$ cat src/rtl/cap_axiw_arbiter.sv
// Two-master AXI write-channel arbiter: one whole burst (AW, W beats, B) per grant, W beat count enforced.
// Define CAP_ARB_FIXED_PRIO_EN to give requester 0 fixed priority instead of round-robin.
module cap_axiw_arbiter #(
  parameter int C_M_AXI_ADDR_WIDTH = 32,
  parameter int C_M_AXI_DATA_WIDTH = 64
) (
  input  logic                          ACLK,
  input  logic                          ARST,
  input  logic [C_M_AXI_ADDR_WIDTH-1:0] S0_AWADDR,
  input  logic [7:0]                    S0_AWLEN,
  input  logic                          S0_AWVALID,
  output logic                          S0_AWREADY,
  input  logic [C_M_AXI_DATA_WIDTH-1:0] S0_WDATA,
  input  logic                          S0_WLAST,
  input  logic                          S0_WVALID,
  output logic                          S0_WREADY,
  output logic [1:0]                    S0_BRESP,
  output logic                          S0_BVALID,
  input  logic                          S0_BREADY,
  input  logic [C_M_AXI_ADDR_WIDTH-1:0] S1_AWADDR,
  input  logic [7:0]                    S1_AWLEN,
  input  logic                          S1_AWVALID,
  output logic                          S1_AWREADY,
  input  logic [C_M_AXI_DATA_WIDTH-1:0] S1_WDATA,
  input  logic                          S1_WLAST,
  input  logic                          S1_WVALID,
  output logic                          S1_WREADY,
  output logic [1:0]                    S1_BRESP,
  output logic                          S1_BVALID,
  input  logic                          S1_BREADY,
  output logic [C_M_AXI_ADDR_WIDTH-1:0] M_AXI_AWADDR,
  output logic [7:0]                    M_AXI_AWLEN,
  output logic                          M_AXI_AWVALID,
  input  logic                          M_AXI_AWREADY,
  output logic [C_M_AXI_DATA_WIDTH-1:0] M_AXI_WDATA,
  output logic                          M_AXI_WLAST,
  output logic                          M_AXI_WVALID,
  input  logic                          M_AXI_WREADY,
  input  logic [1:0]                    M_AXI_BRESP,
  input  logic                          M_AXI_BVALID,
  output logic                          M_AXI_BREADY,
  output logic [1:0]                    GRANT,
  output logic                          LEN_ERR
);

  typedef enum logic [1:0] {IDLE, ADDR, DATA, RESP} state_t;

  state_t     state;
  logic [1:0] gnt;
  logic [7:0] beat_cnt;
  logic       len_err;
  logic       sel1;
  logic       cnt_zero;
  logic       g_wlast;
  logic       aw_hs;
  logic       w_hs;
  logic       b_hs;
  logic       pick_s1;

  assign sel1     = gnt[1];
  assign cnt_zero = (beat_cnt == 8'd0);
  assign g_wlast  = sel1 ? S1_WLAST : S0_WLAST;
  assign aw_hs    = (state == ADDR) && M_AXI_AWVALID && M_AXI_AWREADY;
  assign w_hs     = (state == DATA) && M_AXI_WVALID && M_AXI_WREADY;
  assign b_hs     = (state == RESP) && M_AXI_BVALID && M_AXI_BREADY;
  assign GRANT    = gnt;
  assign LEN_ERR  = len_err;

`ifdef CAP_ARB_FIXED_PRIO_EN
  assign pick_s1 = S1_AWVALID && !S0_AWVALID;
`else
  // last_s1 remembers the owner of the last completed burst; reset value lets S0 win the first tie
  logic last_s1;
  assign pick_s1 = (S0_AWVALID && S1_AWVALID) ? !last_s1 : S1_AWVALID;
`endif

  always_ff @(posedge ACLK) begin
    if (ARST) begin
      state    <= IDLE;
      gnt      <= 2'b00;
      beat_cnt <= 8'd0;
      len_err  <= 1'b0;
`ifndef CAP_ARB_FIXED_PRIO_EN
      last_s1  <= 1'b1;
`endif
    end else begin
      case (state)
        IDLE: begin
          if (S0_AWVALID || S1_AWVALID) begin
            gnt   <= pick_s1 ? 2'b10 : 2'b01;
            state <= ADDR;
          end
        end
        ADDR: begin
          if (aw_hs) begin
            beat_cnt <= M_AXI_AWLEN;
            state    <= DATA;
          end
        end
        DATA: begin
          if (w_hs) begin
            if (g_wlast != cnt_zero) len_err <= 1'b1;
            // burst length comes from AWLEN, never from the requester's WLAST
            if (cnt_zero) state <= RESP;
            else          beat_cnt <= beat_cnt - 8'd1;
          end
        end
        RESP: begin
          if (b_hs) begin
`ifndef CAP_ARB_FIXED_PRIO_EN
            last_s1 <= gnt[1];
`endif
            gnt   <= 2'b00;
            state <= IDLE;
          end
        end
        default: state <= IDLE;
      endcase
    end
  end

  always_comb begin
    M_AXI_AWADDR  = sel1 ? S1_AWADDR : S0_AWADDR;
    M_AXI_AWLEN   = sel1 ? S1_AWLEN  : S0_AWLEN;
    M_AXI_WDATA   = sel1 ? S1_WDATA  : S0_WDATA;
    M_AXI_AWVALID = 1'b0;
    M_AXI_WVALID  = 1'b0;
    M_AXI_WLAST   = 1'b0;
    M_AXI_BREADY  = 1'b0;
    S0_AWREADY    = 1'b0;
    S1_AWREADY    = 1'b0;
    S0_WREADY     = 1'b0;
    S1_WREADY     = 1'b0;
    S0_BVALID     = 1'b0;
    S1_BVALID     = 1'b0;
    S0_BRESP      = gnt[0] ? M_AXI_BRESP : 2'b00;
    S1_BRESP      = gnt[1] ? M_AXI_BRESP : 2'b00;
    case (state)
      ADDR: begin
        M_AXI_AWVALID = sel1 ? S1_AWVALID : S0_AWVALID;
        S0_AWREADY    = gnt[0] & M_AXI_AWREADY;
        S1_AWREADY    = gnt[1] & M_AXI_AWREADY;
      end
      DATA: begin
        M_AXI_WVALID = sel1 ? S1_WVALID : S0_WVALID;
        M_AXI_WLAST  = cnt_zero;
        S0_WREADY    = gnt[0] & M_AXI_WREADY;
        S1_WREADY    = gnt[1] & M_AXI_WREADY;
      end
      RESP: begin
        M_AXI_BREADY = sel1 ? S1_BREADY : S0_BREADY;
        S0_BVALID    = gnt[0] & M_AXI_BVALID;
        S1_BVALID    = gnt[1] & M_AXI_BVALID;
      end
      default: ;
    endcase
  end

endmodule

$ cat config.mk
export PLATFORM = sky130hd
export DESIGN_NAME = cap_axiw_arbiter
export DESIGN_NICKNAME = d
export VERILOG_FILES = /design/src/rtl/cap_axiw_arbiter.sv
export SDC_FILE = /design/constraint.sdc
export NUM_CORES = 1
export LEC_CHECK = 0
export CORE_AREA = 2 2 134 136
export CTS_CLUSTER_DIAMETER = 150
export CTS_CLUSTER_SIZE = 30
export DETAILED_ROUTE_END_ITERATION = 8
export DIE_AREA = 0 0 136 138
export DONT_BUFFER_PORTS = 1
export GPL_TIMING_DRIVEN = 1
export HOLD_SLACK_MARGIN = 0.15
export SLEW_MARGIN = 20
export SYNTH_ARGS = -nofsm -noshare
export SYNTH_HDL_FRONTEND = slang
export SYNTH_SLANG_ARGS = --single-unit
$ cat constraint.sdc
create_clock -name ACLK -period 2.1 [get_ports ACLK]
set_input_delay 0.21 -clock ACLK [delete_from_list [all_inputs] [get_ports ACLK]]
set_output_delay 0.21 -clock ACLK [all_outputs]
set_load 0.01 [all_outputs]
==> flow_metrics.py <==
metrics = {
    "worst_setup_path": {
        "cp_top_family": "buffers and inverters",
        "worstPathCellList": "buf_4, mux2_2",
        "critPathBufInv": 1,
        "cp-start-kind": "flop",
        "critPathMaxFanout": 58,
        "arrival_ns": 1.73,
        "crit_required_ns": 1.89,
        "cp_slowest_cell": "buf_4",
        "path_class": "flop to output pin",
        "critPathMaxStageDelay_ns": 0.57,
        "cp-end-kind": "output pin",
    },
    "routing": {
        "drc": 0,
        "vias_per_cell": 4.59,
        "routed_wl_um": 11300,
        "drt_iter0_drc": 118,
        "postRouteAntennaNets": 0,
        "vias": 2223,
        "wl_per_cell_um": 23.4,
        "dr.pass1.iters": 4,
    },
    "timing": {
        "fin_setup_tns_ns": 0,
        "fin_crit_sh": 0.923,
        "final_hold_viol_count": 0,
        "finalSetupViolations": 0,
        "skew_ns": 0.00175,
        "worst_slack_ns": 0.161,
        "max_freq_mhz": 516,
        "grt_setup_unrepaired": "no",
        "holdWs_ns": 0.158,
        "slew_headroom": 0.551,
        "tightestPinTransition_ns": 0.674,
        "slew_violations": 0,
        "fin_crit_ns": 1.94,
    },
    "final_layout": {
        "area_growth_pct": 17.0,
        "nets": 482,
        "design_area_um2": 2740,
        "drive_above_1_share": 0.516,
    },
    "die": {
        "dieHeight_um": 138,
        "die_area_um2": 18800,
        "num_io_pins": 344,
        "coreArea_um2": 17500,
        "die_w_um": 136,
        "start_util": 0.133,
        "num_rows": 49,
    },
    "placed_design": {
        "routabilityCongestion": 0.939,
        "dp_hpwl_um": 9990,
        "port-buffer-count": 0,
        "place_ws_ns": 0.215,
        "placed_cell_area_um2": 2630,
    },
    "clocking": {
        "cts.clk_slew.worst_paths_ns": 0.05,
        "cts_buffer_depth": 2,
        "cts_root_buffer": "clkbuf_16",
        "post_cts_buffers": 0,
        "h-tree-depth": 1,
        "worst_skew_pair.late_latency_ns": 0.25,
        "clkSinkCount": 14,
        "cts_tree": "built",
        "numCtsBuffers": 3,
    },
    "synth": {
        "synth_seq_area_share": 0.120,
        "synthTopCellsByArea": "mux2_2 51%, dfxtp_1 12%, ha_1 3.2%",
        "synth_largest_area_cell": "mux2_2",
        "synth_cell_types": 51,
        "synth-edff-count": 0,
        "syn_avg_cell_area_um2": 9.21,
        "synth_ff_type": "dfxtp_1",
        "synth_warnings": 0,
        "synth_area_um2": 2340,
        "synthArstFlopShare": 0,
        "synth_nets": 483,
        "synth.most_common_cell": "mux2_2",
        "synthCells": 254,
        "ys_ff_latch": 14,
        "synth_common_cells": "105 x mux2_2, 14 x dfxtp_1, 13 x clkbuf_1",
        "synth_top_area_share": 0.505,
    },
    "power": {
        "p_int_mw": 1.35,
        "switching_share": 0.459,
        "power_leakage_nw": 0.904,
        "ir_worst_vdd_mv": 0.337,
        "cellPowerDensity_nw_per_um2": 914,
        "comb_power_share": 0.658,
        "p_switching_mw": 1.15,
        "seqPwrFrac": 0.177,
        "pwr-share-clk": 0.165,
    },
    "global_routing": {
        "grt_max_degree": 59,
        "track_usage": 0.103,
        "grt_pass1_vias": 1882,
        "antenna_found_initial": 9,
        "busiest_layer": "met2",
        "grt_pass1_wl_um": 13700,
        "use_met1": 0.131,
        "use_met2": 0.148,
        "use_met3": 0.0638,
        "overflow": 0,
    },
    "job": {
        "maxCapViolCount": 0,
    },
    "run_status": {
        "outcome": "complete, no violations",
    },
    "worst_hold_path": {
        "hp-class": "input pin to flop",
    },
}
==> sequential cells by signal, indices dropped and copies added, names as in the netlist <==
name	count
state	2
beat_cnt	8
GRANT	2
last_s1	1
LEN_ERR	1
==> power groups by stage <==
stage	combinational [mW]	sequential [mW]	clock, mW
floorplan	1.33	0.401	0
global route	1.77	0.456	0.430
finish	1.64	0.442	0.414
detailed placement	1.63	0.451	0
global placement	1.63	0.447	0
CTS	1.64	0.445	0.423
==> layer usage <==
metal	share of wire	vias up	wire length, µm
met2	0.44	189	4960
met5	0.0081	-	92
met3	0.15	21	1730
li1	-	970	-
met4	0.012	12	132
met1	0.39	1031	4410
==> worst paths after layout <==
kind / start / cells past startpoint / slack [ns] / end
min: ARST / 2 / 0.16 / beat_cnt[6]
max: GRANT[1] / 2 / 0.16 / M_AXI_WDATA[28]
max reg2reg: beat_cnt[0] / 6 / 0.21 / beat_cnt[4]
min reg2reg: last_s1 / 2 / 0.49 / last_s1
==> cells by family after synthesis <==
| family | after synthesis | share of synthesized area |
|---|---|---|
| mux | 109 | 0.522 |
| simple gates | 54 | 0.133 |
| compound gates | 45 | 0.143 |
| buf+inv | 26 | 0.0497 |
| flops | 14 | 0.120 |
| fa+ha+maj | 6 | 0.0321 |
==> placed cells by master, fill, tap and decap left out, types with 2 or more instances in the layout <==
cell type	n
a21oi_1	7
or3_1	5
o21ai_0	8
nor2_1	4
nand2_1	12
and3_1	7
mux2i_1	4
a211o_1	2
inv_1	6
dfxtp_1	13
a211oi_1	2
nor3_1	5
clkbuf_16	3
nand2b_1	2
o311ai_0	2
o31ai_1	2
diode_2	3
mux2_2	105
o211ai_1	3
nor2b_1	3
o32ai_1	3
nor4_1	2
and2_1	6
ha_1	6
buf_4	12
==> cell type report <==
| class | instances | area [µm²] |
|---|---|---|
| multi-input cells | 214 | 1940 |
| diodes | 3 | 7.51 |
| clock buffers | 4 | 88.8 |
| well taps | 229 | 287 |
| inverters | 7 | 26.3 |
| repair buffers | 13 | 100 |
| flip-flops and latches | 14 | 284 |
| fillers | 1951 | 14800 |
==> stage by stage <==
stage          instances  total power [mW]  utilization
2_1_floorplan        254              1.74            -
3_3_place_gp         476              2.07        0.150
3_5_place_dp         476              2.08        0.150
4_1_cts              481              2.51        0.156
5_1_grt              481              2.65        0.156
6_report             484              2.50        0.156
==> repair_timing <==
item                                   4_1_cts  5_1_grt
gates resized for setup                      0        0
endpoints found under the hold margin        8        0
hold buffers                                 1        0
Power figures use the tool's default switching activity.
